===== src/rtl/uart_rx_fifo_pkg.sv =====
// Shared UART definitions: byte width common to receiver, FIFO and transmitter.
package uart_rx_fifo_pkg;

    localparam int UART_DATA_W = 8;

    typedef enum logic [1:0] {
        OP_IDLE = 2'b00,
        OP_RD   = 2'b01,
        OP_WR   = 2'b10,
        OP_BOTH = 2'b11
    } fifo_op_e;

endpackage


===== src/rtl/uart_fifo_mem.sv =====
// Register-array storage for the RX FIFO.
// One write port and one registered read port.
module uart_fifo_mem
    import uart_rx_fifo_pkg::*;
#(
    parameter int ADDR_W = 4,
    parameter int DATA_W = UART_DATA_W
) (
    input  logic              rx_Clk,
    input  logic              i_Rst,
    input  logic              i_We,
    input  logic [ADDR_W-1:0] i_Waddr,
    input  logic [DATA_W-1:0] i_Wdata,
    input  logic [ADDR_W-1:0] i_Raddr,
    output logic [DATA_W-1:0] o_Rdata
);

    logic [DATA_W-1:0] mem [2**ADDR_W];

    always_ff @(posedge rx_Clk) begin
        if (i_We) begin
            mem[i_Waddr] <= i_Wdata;
        end
    end

    // Forward a write landing on the entry about to become the head.
    always_ff @(posedge rx_Clk) begin
        if (i_Rst) begin
            o_Rdata <= '0;
        end else if (i_We && (i_Waddr == i_Raddr)) begin
            o_Rdata <= i_Wdata;
        end else begin
            o_Rdata <= mem[i_Raddr];
        end
    end

endmodule


===== src/rtl/uart_rx_fifo.sv =====
// Byte FIFO behind the UART receiver with FWFT valid/ready output,
// fill level, full/empty status and sticky overflow flag.
module uart_rx_fifo
    import uart_rx_fifo_pkg::*;
#(
    parameter int ADDR_W = 4,
    parameter int DATA_W = UART_DATA_W
) (
    input  logic              rx_Clk,
    input  logic              i_Rst,
    input  logic              i_RX_Valid,
    input  logic [DATA_W-1:0] i_RX_Byte,
    output logic [DATA_W-1:0] o_Data,
    output logic              o_Valid,
    input  logic              i_Ready,
    output logic [ADDR_W:0]   o_Count,
    output logic              o_Full,
    output logic              o_Empty,
    output logic              o_Overflow,
    input  logic              i_Ovf_Clear
);

    localparam logic [ADDR_W:0] DEPTH_C = (ADDR_W+1)'(2**ADDR_W);

    logic [ADDR_W-1:0] wr_ptr;
    logic [ADDR_W-1:0] rd_ptr;
    logic [ADDR_W-1:0] rd_ptr_nxt;
    logic [ADDR_W:0]   count;
    logic              ovf;
    logic              wr;
    logic              rd;
    logic              drop;
    fifo_op_e          op;

    assign o_Count    = count;
    assign o_Full     = (count == DEPTH_C);
    assign o_Empty    = (count == '0);
    assign o_Valid    = ~o_Empty;
    assign o_Overflow = ovf;

    assign rd   = o_Valid & i_Ready;
    assign wr   = i_RX_Valid & ~i_Rst & (~o_Full | rd);
    assign drop = i_RX_Valid & o_Full & ~rd;
    assign op   = fifo_op_e'({wr, rd});

    assign rd_ptr_nxt = rd ? rd_ptr + ADDR_W'(1) : rd_ptr;

    always_ff @(posedge rx_Clk) begin
        if (i_Rst) begin
            wr_ptr <= '0;
            rd_ptr <= '0;
            count  <= '0;
            ovf    <= 1'b0;
        end else begin
            if (wr) begin
                wr_ptr <= wr_ptr + ADDR_W'(1);
            end
            rd_ptr <= rd_ptr_nxt;
            case (op)
                OP_WR:   count <= count + (ADDR_W+1)'(1);
                OP_RD:   count <= count - (ADDR_W+1)'(1);
                default: count <= count;
            endcase
            // A drop in the same cycle as a clear keeps the flag set.
            if (drop) begin
                ovf <= 1'b1;
            end else if (i_Ovf_Clear) begin
                ovf <= 1'b0;
            end
        end
    end

    uart_fifo_mem #(
        .ADDR_W (ADDR_W),
        .DATA_W (DATA_W)
    ) u_mem (
        .rx_Clk  (rx_Clk),
        .i_Rst   (i_Rst),
        .i_We    (wr),
        .i_Waddr (wr_ptr),
        .i_Wdata (i_RX_Byte),
        .i_Raddr (i_Rst ? '0 : rd_ptr_nxt),
        .o_Rdata (o_Data)
    );

endmodule


===== config.mk =====
export PLATFORM = sky130hd
export DESIGN_NAME = uart_rx_fifo
export DESIGN_NICKNAME = d
export VERILOG_FILES = /design/src/rtl/uart_rx_fifo_pkg.sv /design/src/rtl/uart_fifo_mem.sv /design/src/rtl/uart_rx_fifo.sv
export SDC_FILE = /design/constraint.sdc
export NUM_CORES = 1
export LEC_CHECK = 0
export CAP_MARGIN = 40
export CORE_UTILIZATION = 50
export DETAILED_ROUTE_END_ITERATION = 10
export GPL_TIMING_DRIVEN = 0
export PLACE_DENSITY = 0.71
export SLEW_MARGIN = 5
export SYNTH_ARGS = -nofsm -noshare
export SYNTH_HDL_FRONTEND = slang
export SYNTH_SLANG_ARGS = --single-unit

===== constraint.sdc =====
create_clock -name rx_Clk -period 2.8 [get_ports rx_Clk]
set_input_delay 0.56 -clock rx_Clk [delete_from_list [all_inputs] [get_ports rx_Clk]]
set_output_delay 0.56 -clock rx_Clk [all_outputs]
set_load 0.01 [all_outputs]

Word level (Yosys, flattened, before mapping)
Memories as Yosys holds them, arrays and structs flattened. A register that Yosys moved wholly into a read port is not among the register bits.
Index checks and enable logic that the tools add are counted.
Word-level totals
  word-level logic and storage cells: 32
  ROM bits: 0
  bits in latches: 0
  bits in writable memories: 128
  bits of input ports: 13
  memories kept: 1
  flip-flop bits (word level): 14
  output and inout port bits: 17
Cells by class
  bitwise operators: 10
  equality and inequality tests: 3
  mux-type cells: 7
  $lt $le $gt $ge: 0
  divide/modulo/power cells: 0
  shift-type cells: 0
  add/sub/neg operators: 4
  reductions and logical operators: 3
  $mul: 0
Memory list
  u_mem.mem: words 16, bits a word 8, read ports 1, clocked after memory_dff 1, write ports 1, RTL line uart_fifo_mem.sv:18  | logic [DATA_W-1:0] mem [2**ADDR_W];
Operators by type and width (number)
  $pmux W5 S2: 1
  $add A4 B1 Y4 const B: 2
  $mux W4: 2
  $add A5 B1 Y5 const B: 1
  $and A1 B1 Y1: 5
  $eq A5 B5 Y1 const B: 1
  $logic_not A5 Y1: 1
  $sub A5 B1 Y5 const B: 1
  $mux W1: 4
  $not A1 Y1: 4
  $reduce_bool A2 Y1: 2
  $eq A2 B1 Y1 const B: 1
  $eq A2 B2 Y1 const B: 1
  $or A1 B1 Y1: 1

Logic depth before layout (Yosys ltp)
  depth after elaboration: 7
  mapped depth: 12
  gate-level depth less buffers: 11

Modules after synthesis
A second synthesis with hierarchy kept.
Unflattened totals
  cells, all modules: 345
  area, all modules: 6167.2 um^2
Modules (own cells, without submodules)
  uart_fifo_mem: cells an instance 248, area an instance 5301.3 um^2, sequential area each 4003.8 um^2, instances 1
  uart_rx_fifo: cells an instance 97, area an instance 865.8 um^2, sequential area each 280.3 um^2, instances 1

Worst setup path after synthesis
No wires, ideal clock.
  kind: register -> register
  start: register count[0] (netlist: o_Count[0])
  end: register u_mem.o_Rdata[2], read port of u_mem.mem
  slack: 58 ps
  buffers on the path: 2
  data arrival time: 2607 ps
  stages on the path, launching flop included: 9
  data required time: 2666 ps
  setup time: 134 ps
  period minus slack after synthesis: 2742 ps
  path through: dfxtp_1 -> nor4_4 -> mux2i_1 -> and2_1 -> buf_2 -> buf_6 -> mux4_2 -> a22oi_1 -> o221ai_1
On the way
  longest elaborated chain between the ends: 5
Ends and longest elaborated chain
  start, declared: RTL line uart_rx_fifo.sv:28  | logic [ADDR_W:0] count;
  start signal, assigned: RTL line uart_rx_fifo.sv:60  | OP_WR: count <= count + (ADDR_W+1)'(1);
  start signal, assigned: RTL line uart_rx_fifo.sv:61  | OP_RD: count <= count - (ADDR_W+1)'(1);
  start signal, assigned: RTL line uart_rx_fifo.sv:62  | default: count <= count;
  $logic_not A5 Y1: RTL line uart_rx_fifo.sv:37  | assign o_Empty = (count == '0);
  $not A1 Y1: RTL line uart_rx_fifo.sv:38  | assign o_Valid = ~o_Empty;
  $and A1 B1 Y1: RTL line uart_rx_fifo.sv:41  | assign rd = o_Valid & i_Ready;
  $mux W4: RTL line uart_rx_fifo.sv:46  | assign rd_ptr_nxt = rd ? rd_ptr + ADDR_W'(1) : rd_ptr;
  $mux W4
  end, declared: RTL line uart_fifo_mem.sv:15  | output logic [DATA_W-1:0] o_Rdata
Every way passes these cells.
A chain may end at the register's enable or synchronous reset.

Final worst setup path
  start: register count[1] (netlist: o_Count[1])
  end: register u_mem.o_Rdata[5], read port of u_mem.mem
The elaborated chain is that of the path after synthesis.

==> reports/results.tsv <==
stage	metric	value	unit
status	status	finished, final reports clean	
drt	wl_per_cell	21.42	µm
global_route	grtUsageTotal	0.2443	
global_route	grt_pass1_vias	3999	
sta	hold_violations	0	
sta	fin_crit_sh	0.9754	
cts	numCtsBuffers	17	
sta	relSlewSlack	0.4205	
logic_synthesis	yosys.area_share.simple	0.08320	
logic_synthesis	synth.distinct_cells	57	
die	fp.dieArea	13330	µm²
cts	cts_max_level	4	
power_and_ir_drop	power_density	940.5	nW/µm²
setup_path	crit_required	3100	ps
cts	cts_buffer_depth	2	
final_layout	finalNonFillerCells	701	
drt	wl	15.02	mm
final_layout	antennaDiodeCount	0	
placed_design	place_inst	656	
cts	cts_sinks	150	
die	rows	41	
placed_design	io_buffers	29	
logic_synthesis	ys_ff_latch	150	
sta	fmax	366.2	MHz
logic_synthesis	synth_common_cells	128 x edfxtp_1, 38 x nand2_1, 31 x nor2_1, 25 x mux2i_1, 22 x dfxtp_1	
final_layout	design_area	8070	µm²
setup_path	r2r-end	u_mem.o_Rdata[5]	
setup_path	endpoint_kind	flip-flop	
logic_synthesis	synth_flop_cell	edfxtp_1	
drt	drc	0	
sta	final.setup.worst_slack	68.91	ps
logic_synthesis	yosys.area_share.xor_xnor	0.01788	
logic_synthesis	synth.most_common_cell	edfxtp_1	
drt	antenna_left	0	
cts	cts_hold_buf	0	
logic_synthesis	synth_edf_count	128	
sta	setup_tns	0	ps
logic_synthesis	ys_seq_area_frac	0.6656	
final_layout	seq_area	4293	µm²
drt	num_vias	4188	
worst_hold_path	hold_class	flip-flop to flip-flop	
die	fp.dieW	115.5	µm
global_route	antenna_found_initial	0	
final_layout	layout-drive-gt1-share	0.2420	
cts	clkLatencyLatePin	430	ps
cts	cts_tree	yes	
logic_synthesis	synth_compound_area_frac	0.1141	
placed_design	gp_congestion	0.8291	
global_route	grt_max_degree	18	
logic_synthesis	synth_top_area_frac	0.5972	
logic_synthesis	synth.area.mux_share	0.07387	
setup_path	worst_setup_path_start_kind	flip-flop	
sta	clock_skew	15.38	ps
drt	dr.pass1.iters	5	
die	ios	30	
drt	vias_per_cell	5.974	
setup_path	startpoint	o_Count[1]	
setup_path	path_class	flip-flop to flip-flop	
power_and_ir_drop	p_leak	2.776	nW
die	core_area	12570	µm²
setup_path	r2r-start	o_Count[1]	
sta	final_max_slew_viol_count	0	
logic_synthesis	syn_inst	455	
logic_synthesis	synth_fp_nets	477	
die	initial_core_util	0.5121	
logic_synthesis	ys_async_sr_fraction	0	
setup_path	path_max_fanout	5	
logic_synthesis	synth_area_leaders	edfxtp_1 60%, dfxtp_1 6.8%, mux2i_1 3.9%	
drt	drt_iter0_drc	355	
die	die_h	115.5	µm
placed_design	dpl.hpwl	9.861	mm
sta	fin_crit	2731	ps
final_layout	multi_input_area	2283	µm²
cts	clk_pin_slew	60	ps
power_and_ir_drop	total_power	7.590	mW
setup_path	endpoint	u_mem.o_Rdata[5]	
setup_path	r2r_slack	70	ps
global_route	grt_pass1_wl	22.60	mm
logic_synthesis	synth_top_family_by_area	compound AO/OA/AOI/OAI gates	
cts	clockRootBuffer	clkbuf_16	
placed_design	placed_area	6962	µm²
job	drv_cap	0	
logic_synthesis	synth_fa_ha_area_frac	0.01866	
global_route	grt_overflow	0	
sta	tightestPinTransition	869.2	ps
logic_synthesis	ys_warn_count	0	
final_layout	nets	538	
setup_path	reg2reg_depth	8	
final_layout	fillerInstances	895	
logic_synthesis	avgSynthCellArea	14.15	µm²
logic_synthesis	synth_area	6436	µm²
setup_path	worst-endpoint-arrival	3030	ps
logic_synthesis	yosys.area.top_type	edfxtp_1	
final_layout	area_growth	25.39	%
power_and_ir_drop	ir_worst_vdd	0.6147	mV
sta	setup_viol	0	
placed_design	dp_slack	-1227	ps
-- cell usage in the layout (no fill, tap or decap), drive strengths merged, types with 14 or more instances in the layout --
master / instances
a21oi: 22
buf: 29
clkbuf: 29
clkdlybuf4s50: 27
dfxtp: 22
edfxtp: 128
inv: 15
mux2i: 25
nand2: 38
nor2: 31
o21ai: 14
-- critical path: stages, from the launching register on --
cell	delay (ps)
dfxtp_4	360
or4_4	580
o21ai_4	270
mux2i_2	300
buf_4	160
a21oi_1	70
a221oi_4	340
a21boi_1	120
a311oi_2	400
-- power breakdown --
| part | internal, mW | leakage (nW) | switching, mW |
|---|---|---|---|
| Sequential | 2.55 | 1.34 | 0.103 |
| Clock | 1.51 | 0.295 | 0.849 |
| Combinational | 1.27 | 1.14 | 1.31 |
| Total | 5.32 | 2.78 | 2.27 |
-- worst min path at each step --
| stage | from | end | slack (ps) | depth (start not counted) |
|---|---|---|---|---|
| final | o_Overflow | o_Overflow | 520 | 2 |
| after global routing | o_Overflow | o_Overflow | 590 | 2 |
| after CTS | o_Overflow | o_Overflow | 510 | 2 |
| after detailed placement | o_Overflow | o_Overflow | 500 | 2 |
| after global placement | o_Overflow | o_Overflow | 470 | 2 |
| after floorplan | o_Overflow | o_Overflow | 520 | 2 |
-- sequential cells by signal (all words and copies together), names as in the netlist --
register / count
wr_ptr: 4
u_mem.mem: 128
o_Overflow: 1
rd_ptr: 4
u_mem.o_Rdata: 8
o_Count: 5
-- cells by family after synthesis --
family                     Yosys count
DFF                                150
AOI/OAI and AO/OA                  104
muxes                               35
adders and majority gates            9
buffers and inverters               38
and+or+nand+nor                    108
xor gates and xnor gates            11
-- stage by stage --
step,hold slack [ps],util
finish,517.8,0.6421
global route,585.9,0.6421
CTS,512.6,0.6265
detailed placement,502.4,0.5539
global placement,470.6,0.5523
floorplan,518.3,-
-- area by class of cell --
| type | instances | share of cell area |
|---|---|---|
| Buffer | 18 | 0.01752 |
| Multi-Input combinational cell | 267 | 0.2829 |
| Tap cell | 172 | 0.02667 |
| Clock inverter | 9 | 0.01876 |
| Clock buffer | 23 | 0.05674 |
| Timing Repair Buffer | 46 | 0.05752 |
| Inverter | 16 | 0.007907 |
| Sequential cell | 150 | 0.5319 |
-- metal layers --
metal,vias to the layer above,share of wire,global-route usage
met3,22,0.071,0.07374
met5,-,0,0
met4,0,0.023,0.1022
li1,1878,-,-
met2,176,0.48,0.3872
met1,2112,0.42,0.3150
-- repair_timing --
action / 4_1_cts / 5_1_grt
buffers inserted: 10 / 7
endpoints found under the setup margin: 114 / 137
gates resized for setup: 54 / 39
pin swaps: 7 / 13
hold endpoints to repair: 0 / 0
No activity file was read; power rests on OpenSTA's default activity.
